[src/rtl/flick_conditioner.sv]
// Turns the raw, bouncing, asynchronous flick button into a clean flick request.
// The request is held until the flasher's slow tick consumes it.
module flick_conditioner #(
  parameter int SYNC_STAGES     = 2,
  parameter int DEBOUNCE_CYCLES = 1000000
) (
  input  logic       clk,
  input  logic       rst,
  input  logic       btn_raw,
  input  logic       tick,
  output logic       flick,
  output logic       flick_level,
  output logic       press_pulse,
  output logic [7:0] press_count
);

  localparam int CNT_W = $clog2(DEBOUNCE_CYCLES);
  localparam logic [CNT_W-1:0] CNT_LAST = CNT_W'(DEBOUNCE_CYCLES - 1);
  localparam logic [CNT_W-1:0] CNT_ONE  = CNT_W'(1);

  typedef enum logic [1:0] {
    STABLE_LO,
    WAIT_HI,
    STABLE_HI,
    WAIT_LO
  } state_t;

  logic [SYNC_STAGES-1:0] sync_q;
  logic                   s;
  state_t                 state;
  logic [CNT_W-1:0]       cnt;

  // btn_raw lands directly in the first flop; nothing combinational ahead of it.
  always_ff @(posedge clk or posedge rst) begin
    if (rst) begin
      sync_q <= '0;
    end else begin
      sync_q <= {sync_q[SYNC_STAGES-2:0], btn_raw};
    end
  end

  assign s = sync_q[SYNC_STAGES-1];

  always_ff @(posedge clk or posedge rst) begin
    if (rst) begin
      state       <= STABLE_LO;
      cnt         <= '0;
      flick_level <= 1'b0;
      press_pulse <= 1'b0;
      press_count <= 8'd0;
    end else begin
      press_pulse <= 1'b0;
      case (state)
        STABLE_LO: begin
          if (s) begin
            state <= WAIT_HI;
            cnt   <= CNT_ONE;
          end
        end
        WAIT_HI: begin
          // Any bounce back discards all accumulated progress.
          if (!s) begin
            state <= STABLE_LO;
            cnt   <= '0;
          end else if (cnt == CNT_LAST) begin
            state       <= STABLE_HI;
            cnt         <= '0;
            flick_level <= 1'b1;
            press_pulse <= 1'b1;
            press_count <= press_count + 8'd1;
          end else begin
            cnt <= cnt + CNT_ONE;
          end
        end
        STABLE_HI: begin
          if (!s) begin
            state <= WAIT_LO;
            cnt   <= CNT_ONE;
          end
        end
        WAIT_LO: begin
          if (s) begin
            state <= STABLE_HI;
            cnt   <= '0;
          end else if (cnt == CNT_LAST) begin
            state       <= STABLE_LO;
            cnt         <= '0;
            flick_level <= 1'b0;
          end else begin
            cnt <= cnt + CNT_ONE;
          end
        end
        default: begin
          state <= STABLE_LO;
          cnt   <= '0;
        end
      endcase
    end
  end

  // A new press in the same cycle as a tick wins, so it survives for the next tick.
  always_ff @(posedge clk or posedge rst) begin
    if (rst) begin
      flick <= 1'b0;
    end else if (press_pulse) begin
      flick <= 1'b1;
    end else if (tick && flick) begin
      flick <= 1'b0;
    end
  end

endmodule

[config.mk]
export PLATFORM = sky130hd
export DESIGN_NAME = flick_conditioner
export DESIGN_NICKNAME = d
export VERILOG_FILES = /design/src/rtl/flick_conditioner.sv
export SDC_FILE = /design/constraint.sdc
export NUM_CORES = 1
export LEC_CHECK = 0
export CAP_MARGIN = 20
export CORE_AREA = 10 10 97 99
export DETAILED_ROUTE_END_ITERATION = 8
export DIE_AREA = 0 0 107 109
export HOLD_SLACK_MARGIN = 0.06
export PLACE_DENSITY = 0.4
export SKIP_LAST_GASP = 1
export SLEW_MARGIN = 20
export SYNTH_ARGS = -nofsm -noshare
export SYNTH_HDL_FRONTEND = slang
export SYNTH_SLANG_ARGS = --single-unit
[constraint.sdc]
create_clock -name clk -period 4.5 [get_ports clk]
set_input_delay 1.125 -clock clk [delete_from_list [all_inputs] [get_ports clk]]
set_output_delay 1.125 -clock clk [all_outputs]
set_load 0.005 [all_outputs]
[Yosys cells after proc, flatten, opt, wreduce, memory -nomap -nowiden]
Index checks and enable logic that the tools add are counted.
Widths: inputs -> output; s select.
Storage, ports and cells
  register bits: 35
  bits in latches: 0
  bits in writable memories: 0
  ROM bits: 0
  input port bits: 4
  output and inout bits: 11
  word-level logic and storage cells: 52
  memories: 0
Operators by class
  add/sub/neg operators: 2
  multiply operators: 0
  div/mod/pow operators: 0
  order comparisons: 0
  equality and inequality tests: 12
  shift-type cells: 0
  mux-type cells: 23
  bitwise operators: 0
  reductions and logical operators: 8
Operators by type and width (count)
  $mux 20: 5
  $pmux 20 s4: 1
  $add 20x1->20 const B: 1
  $eq 20x20->1 const B: 1
  $mux 2: 6
  $ne 2x2->1 const B: 6
  $mux 1: 9
  $add 8x1->8 const B: 1
  $pmux 2 s4: 1
  $ne 3x3->1 const B: 2
  $reduce_and 5->1: 1
  $eq 2x2->1 const B: 2
  $reduce_and 4->1: 1
  $reduce_bool 2->1: 2
  $reduce_and 3->1: 1
  $eq 2x1->1 const B: 1
  $logic_not 2->1: 1
  $pmux 1 s2: 1
  $reduce_and 2->1: 1
  $logic_and 1x1->1: 1

[Logic depth before layout (Yosys ltp)]
Gate-level depths: netlist (run 1).
  word-level depth: 4
  depth in mapped cells: 7
  mapped depth without buffers: 6

[Worst setup path before layout (run 1)]
No wires, ideal clock.
  kind: reg2reg
  start: reg cnt[0]
  end: reg with a tool-made name
  setup time: 0.128 ns
  data arrival time: 1.688 ns
  required time: 4.372 ns
  slack: 2.685 ns
  cell stages (with the launch flop): 6
  buffers on the path: 0
  clock period less this slack: 1.815 ns
  cells stage by stage: dfrtp_1 ha_1 and2_1 nand4_2 or3_1 mux2_1
RTL lines
  from (decl): line 31  | logic [CNT_W-1:0] cnt;
  from (signal assigned): line 72  | cnt <= cnt + CNT_ONE;
  from (signal assigned): line 90  | cnt <= cnt + CNT_ONE;

[Worst setup path after layout (run 1)]
  start: reg press_count[2]
  end: out press_count[2]
RTL lines
  from (decl): line 14  | output logic [7:0] press_count
  from (signal assigned): line 70  | press_count <= press_count + 8'd1;
No word-level cell between the ends.

==> results of run 1 <==
[cell usage in the layout, fill, tap and decap left out, drive strengths merged, types with 3 or more instances in the layout]
cell           count
xor2               5
a31oi              6
a41oi              3
and3               8
and2               3
nand3             13
nand4              5
nor3               6
nor2               6
a21o               5
a21oi              5
o211ai             3
xnor2              6
clkbuf             5
nand2             29
inv                4
clkdlybuf4s50     14
o21ai             10
dfrtp             35
[per-stage QoR]
stage          power (mW)  hold slack (ns)  std cells
2_1_floorplan       0.353            0.331        182
3_3_place_gp        0.365            0.333        294
3_5_place_dp        0.365            0.337        294
4_1_cts             0.666            0.355        302
5_1_grt             0.685            0.364        302
6_report            0.653            0.353        302
[registers in the layout, indices dropped and copies added (netlist names), named ones only]
signal / cells
cnt: 20
press_count: 8
press_pulse: 1
flick_level: 1
flick: 1
state: 1
sync_q: 2
[logic make-up after synthesis]
logic type / share of synthesized area (%)
muxes: 2.35
adders and majority gates: 1.38
xor gates and xnor gates: 5.74
AOI/OAI and AO/OA: 15.1
and+or+nand+nor: 24.8
buffers and inverters: 2.21
DFF: 48.4
[per-layer routing]
| metal | wire (microns) | part of all wire, % | vias to the layer above | track usage [%] |
|---|---|---|---|---|
| met1 | 1990 | 48 | 685 | 9.63 |
| li1 | - | - | 692 | - |
| met3 | 177 | 4.3 | 4 | 2.42 |
| met2 | 1910 | 46 | 25 | 11.6 |
| met4 | 55 | 1.3 | 0 | 3.19 |
| met5 | 0 | 0 | - | 0 |
[worst min-delay path by stage]
stage / from / endpoint / depth (start not counted)
floorplan: sync_q[0]$_DFF_PP0_ / sync_q[1]$_DFF_PP0_ / 0
global placement: sync_q[0]$_DFF_PP0_ / sync_q[1]$_DFF_PP0_ / 0
detailed placement: sync_q[0]$_DFF_PP0_ / sync_q[1]$_DFF_PP0_ / 0
CTS: sync_q[0]$_DFF_PP0_ / sync_q[1]$_DFF_PP0_ / 0
global route: sync_q[0]$_DFF_PP0_ / sync_q[1]$_DFF_PP0_ / 0
finish: sync_q[0]$_DFF_PP0_ / sync_q[1]$_DFF_PP0_ / 0
[power groups by stage]
stage,Sequential [mW],Combinational (mW),Clock (mW)
floorplan,0.329,0.0246,0
global placement,0.330,0.0350,0
finish,0.324,0.0334,0.296
global route,0.325,0.0380,0.322
detailed placement,0.330,0.0348,0
CTS,0.324,0.0350,0.307
[layout make-up]
type	instances	area [sq um]	share of cell area (%)
multi-input combinational	138	893	41.1
sequential	35	876	40.3
timing repair buffer	15	148	6.79
tap	102	128	5.87
clock buffer	5	68.8	3.16
clock inverter	3	47.5	2.19
inverter	4	15.0	0.690
==> out/summary.txt, run 1 <==
Status -> completed
Yosys top cell area share -> 48.4%
Clock share of power -> 45.3%
Startpoint types -> flop
Crit share post-route -> 52.9%
Final WL -> 4.13 mm
Post-synth net total -> 188
Die span in y -> 109 microns
Post-Synthesis Cells -> 182
Most area-hungry cell type in the Yosys netlist -> dfrtp_1
WL per Instance -> 13.7 microns
Reg-to-reg startpoint -> cnt[0]$_DFFE_PP0P_
ANT nets after route -> 0
Filler Cell Count -> 838
DP Worst Slack -> 2.00 ns
Critical path origin -> press_count[2]$_DFFE_PP0P_
Initial antenna violation count -> 0
Core ar. -> 7530 sq um
DP Area -> 2060 sq um
Clock sinks -> 35
Vias in the first global route -> 1319
Clock transition at the registers of the reported paths -> 0.08 ns
Power Internal -> 0.499 mW
Via/cell ratio -> 4.66
Boundary pin count -> 15
Seq pwr share -> 49.6%
DRT iter0 DRCs -> 74
VDD IR max -> 0.000131 V
Full die area -> 11700 sq um
Layout cells sized above 1 -> 10.0%
Final core area utilization -> 28.9%
Number of CTS-inserted buffers -> 5
Leading cell types by count after synthesis -> dfrtp_1 (35), nand2_1 (28), nand3_1 (12), and3_1 (7)
Post-synthesis cell area -> 1810 sq um
Hold buffers post-CTS -> 0
Skew final -> 0.00736 ns
Max incr delay on CP -> 0.53 ns
Post-route DRC violation count -> 0
CP Depth -> 1
Post-route cell area -> 2180 sq um
CP delay by family, top -> buffers and inverters
Slew headroom -> 40.5%
GRT Total Usage -> 7.58%
I/O Buffers -> 14
Bufs on Longest Clock Path -> 2
R2R Setup Slk -> 2.45 ns
Data required, critical path -> 3.38 ns
Max-Cap Viols -> 0
Most frequent cell after synthesis -> dfrtp_1
Final HPWL DP -> 2.93 mm
First-pass GRT wire length -> 7.03 mm
CTS tree -> yes
Worst r2r path cells -> 5
Clk_lat worst skew -> 0.29 ns
Layout area overhead -> 20.3%
WS Path Type -> reg -> out
Rows -> 32
Crit path to -> press_count[2]
Sw Pwr -> 0.154 mW
Vias post-DR -> 1406
Gpl congestion -> 0.720
Comb pwr share -> 5.1%
Unique masters post-synth -> 45
Net Sw Frac -> 23.6%
Highest-delay cell along the critical path -> clkdlybuf4s50_1
Slew at the pin with the worst max-slew slack -> 0.887 ns
# H-tree levels -> 2
CTS resizes -> 0
Seq/Total Area, Yosys -> 48.4%
Crit path time final -> 2.38 ns
Fin. Hold Viols -> 0
Setup Total Neg Slack -> 0 ns
Pleak -> 0.941 nW
Largest net degree at the start of global routing -> 25
Pwr dens -> 300 nW/um^2
RSZ-0062 raised after global routing -> no
N_diodes -> 0
Die width -> 107 microns
Worst EP arrival -> 1.25 ns
Post-synth EDFFs -> 0
Max-slew violations -> 0
Main synth FF type -> dfrtp_1
Clock Tree Root -> clkbuf_8
Hold Path Class -> reg -> reg
Post-route setup slack -> 2.12 ns
Buf+Inv Stages, Crit Path -> 1
# setup viols final -> 0
Avg Cell Area, Syn -> 9.94 sq um
Synth top area cells -> dfrtp_1 (48%), nand2_1 (5.8%), nand3_1 (3.3%), xnor2_1 (2.9%), and3_1 (2.4%)
Max Clock Freq -> 0.420 GHz
Worst-path maximum fanout -> 5
Yosys warning count -> 0
Crit path cell chain -> clkdlybuf4s50_1
First drt pass iteration count -> 4
Yosys reg bits -> 35
Initial core utilization -> 24.0%
GRT Residual Overflow -> 0
Asr flop ratio synth -> 100%
Final layout net count -> 205
CP Capture Type -> output pin
Setup bufs post-CTS -> 0
(Power assumes the default switching activity.)
==> run 2, diff against run 1 <==
Settings changed: PLACE_DENSITY 0.4 to 0.41.
Clock period 4.5 ns to 2.1 ns, I/O delays scaled along.
==> run 2 against run 1 <==
Net effect:
- worst hold slack got worse by 0.0010 ns
- clock-buffer cell count unchanged
- register-to-register slack got worse by 2.3 ns
- worst setup slack worse by 1.9 ns
- largest cell class unchanged
- wire length is 0.22% higher
- largest power group unchanged
- sequential share of layout area fell by 0.64 points
- design area rose by 1.6%
- core utilization increased by 0.47 points
==> out/summary.txt, run 2 (synthesis gave the netlist of run 1 again) <==
Status -> completed
WL per Instance -> 13.5 microns (-1.1%)
Max-Cap Viols -> 0 (unchanged)
Startpoint types -> flop
Design Power -> 1.39 mW (+110%)
Slew at the pin with the worst max-slew slack -> 0.479 ns (-0.408 ns)
Area of the multi-input gates -> 902 sq um (+0.98%)
Register area -> 876 sq um (unchanged)
DRT iter0 DRCs -> 51 (-31%)
Max-slew violations -> 0 (unchanged)
# setup viols final -> 0 (unchanged)
Post-Place Cells -> 298 (+1.4%)
Hold buffers post-CTS -> 0 (unchanged)
CTS resizes -> 0 (unchanged)
Crit path time final -> 1.92 ns
Setup Total Neg Slack -> 0 ns (unchanged)
Final WL -> 4.14 mm (+0.22%)
Slew headroom -> 68.0% (+28 points)
Number of CTS-inserted buffers -> 5 (unchanged)
Clock share of power -> 44.7% (-0.6 points)
Final HPWL DP -> 2.79 mm (-4.7%)
Gpl congestion -> 0.762 (+5.9%)
CTS tree -> yes
Clock Tree Root -> clkbuf_8
GRT Total Usage -> 7.70% (+0.12 points)
Seq pwr share -> 50.0% (+0.4 points)
Full die area -> 11700 sq um (unchanged)
Via/cell ratio -> 4.61 (-0.89%)
First drt pass iteration count -> 4 (unchanged)
CP Capture Type -> flop
Bufs on Longest Clock Path -> 2 (unchanged)
ANT nets after route -> 0 (unchanged)
R2R Setup Slk -> 0.18 ns (-2.27 ns)
N_diodes -> 0 (unchanged)
Core ar. -> 7530 sq um (unchanged)
Comb pwr share -> 5.3% (+0.2 points)
Pwr dens -> 627 nW/um^2 (+110%)
Most common cell after layout, fill and taps aside -> dfrtp_1
Fin. Hold Viols -> 0 (unchanged)
Final layout net count -> 209 (+2.0%)
GRT Residual Overflow -> 0 (unchanged)
Initial core utilization -> 24.0% (unchanged)
Worst-path maximum fanout -> 6 (+1)
# H-tree levels -> 2 (unchanged)
WHS -> 0.352 ns (-0.00104 ns)
Clk_lat worst skew -> 0.29 ns (about the same)
Initial antenna violation count -> 0 (unchanged)
Clock transition at the registers of the reported paths -> 0.08 ns (about the same)
Power Internal -> 1.06 mW (+110%)
Data required, critical path -> 2.28 ns (-1.10 ns)
Layout cells sized above 1 -> 11.8% (+1.8 points)
Rows -> 32 (unchanged)
Setup bufs post-CTS -> 0 (unchanged)
Layout area overhead -> 22.2%
VDD IR max -> 0.000233 V (+78%)
Boundary pin count -> 15 (unchanged)
Clock sinks -> 35 (unchanged)
Critical path origin -> cnt[0]$_DFFE_PP0P_
Pleak -> 0.972 nW (+3.3%)
Max reg flops -> 20 (unchanged)
Vias post-DR -> 1412 (+0.43%)
Worst EP arrival -> 2.09 ns (+0.84 ns)
Vias in the first global route -> 1411 (+7.0%)
Filler Cell Count -> 828 (-1.2%)
First-pass GRT wire length -> 7.20 mm (+2.3%)
Skew final -> 0.00719 ns (-0.000172 ns)
Net Sw Frac -> 23.3% (-0.35 points)
WS Path Type -> reg -> reg
Final cell count without fillers -> 306 (+1.3%)
Sw Pwr -> 0.322 mW (+110%)
Largest regs -> cnt x20, press_count x8, sync_q x2
Die width -> 107 microns (unchanged)
Worst r2r path cells -> 5 (unchanged)
Post-route DRC violation count -> 0 (unchanged)
Hold Path Class -> reg -> reg
Reg-to-reg startpoint -> cnt[0]$_DFFE_PP0P_
Die span in y -> 109 microns (unchanged)
Largest Register -> cnt
I/O Buffers -> 14 (unchanged)
Largest net degree at the start of global routing -> 36 (+44%)
Crit share post-route -> 91.4%
Most frequent cells in the layout -> dfrtp_1 (35), nand2_1 (28), clkdlybuf4s50_1 (14)
Max Clock Freq -> 0.521 GHz
==> run 2: cell types whose count changed in the layout (fill, tap and decap cells not counted), sizes merged <==
| cell | change |
|---|---|
| buf | +4 |
==> run 2: per-layer routing <==
layer	wire length, microns	global-route usage (%)	vias to the layer above
li1	-	-	700
met4	47	3.19	0
met3	130	1.95	4
met2	1880	11.6	20
met1	2080	10.2	688
met5	0	0	-
==> run 2: through the flow <==
step                worst slack (ns)  area (sq um)  utilization, %
finish                         0.182          2210            29.4
floorplan                      0.285          1810               -
detailed placement             0.110          2090            27.8
CTS                            0.114          2200            29.3
global placement               0.161          2090            27.8
global route                -0.00454          2210            29.4
==> run 2: final cells by class <==
| class | count | area share, % |
|---|---|---|
| clock buffer | 5 | 3.11 |
| inverter | 4 | 0.679 |
| sequential | 35 | 39.6 |
| timing repair buffer | 19 | 8.04 |
| clock inverter | 3 | 1.98 |
| multi-input combinational | 138 | 40.8 |
| tap | 102 | 5.77 |
==> run 2: worst min path at each step <==
stage,startpoint,to,slack (ns),cells past startpoint
6_report,sync_q[0]$_DFF_PP0_,sync_q[1]$_DFF_PP0_,0.35,0
5_1_grt,sync_q[0]$_DFF_PP0_,sync_q[1]$_DFF_PP0_,0.37,0
4_1_cts,sync_q[0]$_DFF_PP0_,sync_q[1]$_DFF_PP0_,0.35,0
3_5_place_dp,sync_q[0]$_DFF_PP0_,sync_q[1]$_DFF_PP0_,0.33,0
3_3_place_gp,sync_q[0]$_DFF_PP0_,sync_q[1]$_DFF_PP0_,0.33,0
2_1_floorplan,sync_q[0]$_DFF_PP0_,sync_q[1]$_DFF_PP0_,0.33,0
==> run 2: critical path, stage by stage (launching register included) <==
cell and delay (ns):
dfrtp_1 0.41, ha_1 0.22, and2_1 0.22, nand4_4 0.19
or3_1 0.44, mux2_1 0.33
==> run 2: power by group through the flow <==
stage / sequential, mW / combinational [mW] / clock [mW]
after floorplan: 0.704 / 0.0527 / 0
after global placement: 0.706 / 0.0768 / 0
after detailed placement: 0.707 / 0.0760 / 0
after CTS: 0.693 / 0.0766 / 0.646
after global routing: 0.696 / 0.0846 / 0.680
final: 0.693 / 0.0732 / 0.620
==> run 3, diff against run 2 <==
Settings changed: PLACE_DENSITY 0.41 to 0.4, SKIP_CTS_REPAIR_TIMING from default to 1.
Clock period 2.1 ns to 2.2 ns, I/O delays scaled along.
==> run 3 against run 2 <==
Net effect:
- fmax is 2.4% lower
- critical path depth stayed put
- clock power is 4.0% lower
- die area stayed put
- worst hold slack better by 0.0028 ns
- combinational power is 4.6% lower
- via count is 0.57% higher
- design area is 1.1% lower
- sequential power is 4.5% lower
==> out/summary.txt, run 3 (synthesis gave the netlist of run 1 again) <==
Vias post-DR -> 1420 (+0.57%)
Worst-path maximum fanout -> 6 (unchanged)
Clock sinks -> 35 (unchanged)
Setup Total Neg Slack -> 0 ns (unchanged)
Clk_lat worst skew -> 0.29 ns (about the same)
R2R Setup Slk -> 0.23 ns (+0.05 ns)
Met3 Wirelength -> 183 microns (+41%)
Seq pwr share -> 49.9% (about the same)
Max Clock Freq -> 0.509 GHz (-2.4%)
Reg-to-reg startpoint -> cnt[0]$_DFFE_PP0P_
CTS tree -> yes
Slew headroom -> 69.0% (+0.94 points)
Pleak -> 0.954 nW (-1.8%)
First drt pass iteration count -> 4 (unchanged)
Initial core utilization -> 24.0% (unchanged)
Initial antenna violation count -> 0 (unchanged)
WS Path Type -> reg -> reg
Core ar. -> 7530 sq um (unchanged)
Worst r2r path cells -> 5 (unchanged)
Largest Register -> cnt
DRT iter0 DRCs -> 77 (+51%)
Worst Hold End -> sync_q[1]$_DFF_PP0_
Crit share post-route -> 89.4% (-2.0 points)
Boundary pin count -> 15 (unchanged)
Clock Tree Root -> clkbuf_8
Die span in y -> 109 microns (unchanged)
Gpl congestion -> 0.779 (+2.2%)
Bufs on Longest Clock Path -> 2 (unchanged)
Number of CTS-inserted buffers -> 5 (unchanged)
Status -> completed
Power Internal -> 1.02 mW (-4.5%)
Filler Cell Count -> 831 (+0.36%)
Clock transition at the registers of the reported paths -> 0.08 ns (about the same)
Final core area utilization -> 29.1% (-0.32 points)
Worst EP arrival -> 2.14 ns (+0.05 ns)
Pwr dens -> 607 nW/um^2 (-3.2%)
Skew final -> 0.00763 ns (+0.000440 ns)
# setup viols final -> 0 (unchanged)
Startpoint types -> flop
Max-Cap Viols -> 0 (unchanged)
Hold Crit Start -> sync_q[0]$_DFF_PP0_
Via/cell ratio -> 4.67 (+1.2%)
Max layer used -> met4
CP Capture Type -> flop
Largest net degree at the start of global routing -> 36 (unchanged)
Routed met2 length -> 1.83 mm (-2.8%)
Hold Path Class -> reg -> reg
Vias in the first global route -> 1315 (-6.8%)
WL per Instance -> 13.5 microns (-0.19%)
Largest regs -> cnt x20, press_count x8, sync_q x2
N_diodes -> 0 (unchanged)
Net Sw Frac -> 23.5% (+0.22 points)
ANT nets after route -> 0 (unchanged)
VDD IR max -> 0.000234 V (+0.58%)
WHS Path Cells -> 0 (unchanged)
WL met1 -> 2.01 mm (-3.0%)
Final WL -> 4.10 mm (-0.85%)
# H-tree levels -> 2 (unchanged)
RSZ-0062 raised after global routing -> no
GRT Residual Overflow -> 0 (unchanged)
Crit path time final -> 1.97 ns (+0.0478 ns)
Most frequent cells in the layout -> dfrtp_1 (35), nand2_1 (28), clkdlybuf4s50_1 (14)
GRT Total Usage -> 7.29% (-0.42 points)
Data required, critical path -> 2.38 ns (+0.10 ns)
Post-route DRC violation count -> 0 (unchanged)
First-pass GRT wire length -> 6.82 mm (-5.3%)
Max-slew violations -> 0 (unchanged)
Most common cell after layout, fill and taps aside -> dfrtp_1
Final HPWL DP -> 2.85 mm (+2.1%)
Max reg flops -> 20 (unchanged)
Layout area overhead -> 20.9%
Final layout net count -> 207 (-0.96%)
Sw Pwr -> 0.312 mW (-3.3%)
Layout cells sized above 1 -> 10.9% (-0.87 points)
I/O Buffers -> 14 (unchanged)
Comb pwr share -> 5.3% (about the same)
Slew at the pin with the worst max-slew slack -> 0.465 ns (-0.0142 ns)
Rows -> 32 (unchanged)
Clock share of power -> 44.9% (+0.2 points)
Die width -> 107 microns (unchanged)
Fin. Hold Viols -> 0 (unchanged)
Full die area -> 11700 sq um (unchanged)
[run 3: cell count changes in the layout (fill, tap and decap cells not counted), sizes merged]
cell  delta
buf      -2
[run 3: worst max-delay path by stage]
stage | startpoint | to | slack, ns | cells after the start
after floorplan | cnt[0]$_DFFE_PP0P_ | flop | 0.38 | 5
after global placement | cnt[0]$_DFFE_PP0P_ | flop | 0.26 | 5
after detailed placement | cnt[0]$_DFFE_PP0P_ | flop | 0.22 | 5
after CTS | cnt[0]$_DFFE_PP0P_ | flop | 0.22 | 5
after global routing | cnt[0]$_DFFE_PP0P_ | press_count[7]$_DFFE_PP0P_ | 0.11 | 6
final | cnt[0]$_DFFE_PP0P_ | flop | 0.23 | 5
[run 3: per-layer routing]
metal / global-route usage (%) / vias to the layer above
li1: - / 691
met5: 0 / -
met2: 11.0 / 29
met4: 3.48 / 0
met1: 9.28 / 693
met3: 2.24 / 7
[run 3: per-stage QoR]
step | hold slack (ns) | cell area (sq um) | setup slack (ns) | power (mW) | instances
2_1_floorplan | 0.331 | 1810 | 0.385 | 0.723 | 182
3_3_place_gp | 0.335 | 2070 | 0.260 | 0.747 | 296
3_5_place_dp | 0.339 | 2070 | 0.225 | 0.747 | 296
4_1_cts | 0.358 | 2190 | 0.223 | 1.36 | 304
5_1_grt | 0.361 | 2190 | 0.106 | 1.39 | 304
6_report | 0.355 | 2190 | 0.234 | 1.33 | 304
[run 3: worst max-delay path, stage by stage, from the launching register on]
cell	delay, ns
dfrtp_1	0.41
ha_1	0.22
and2_1	0.18
nand4_2	0.24
or3_1	0.47
mux2_1	0.33
[run 3: final cells by class]
cell class	instances	area, sq um	share of cell area (%)
clock buffer	5	68.8	3.15
clock inverter	3	43.8	2.00
inverter	4	15.0	0.686
multi-input combinational	138	893	40.8
sequential	35	876	40.0
tap	102	128	5.84
timing repair buffer	17	163	7.44
[run 3: power by group through the flow]
stage / logic (mW) / clock network, mW / registers [mW]
6_report: 0.0698 / 0.595 / 0.662
5_1_grt: 0.0805 / 0.645 / 0.663
3_5_place_dp: 0.0725 / 0 / 0.675
2_1_floorplan: 0.0503 / 0 / 0.672
4_1_cts: 0.0730 / 0.621 / 0.662
3_3_place_gp: 0.0731 / 0 / 0.674
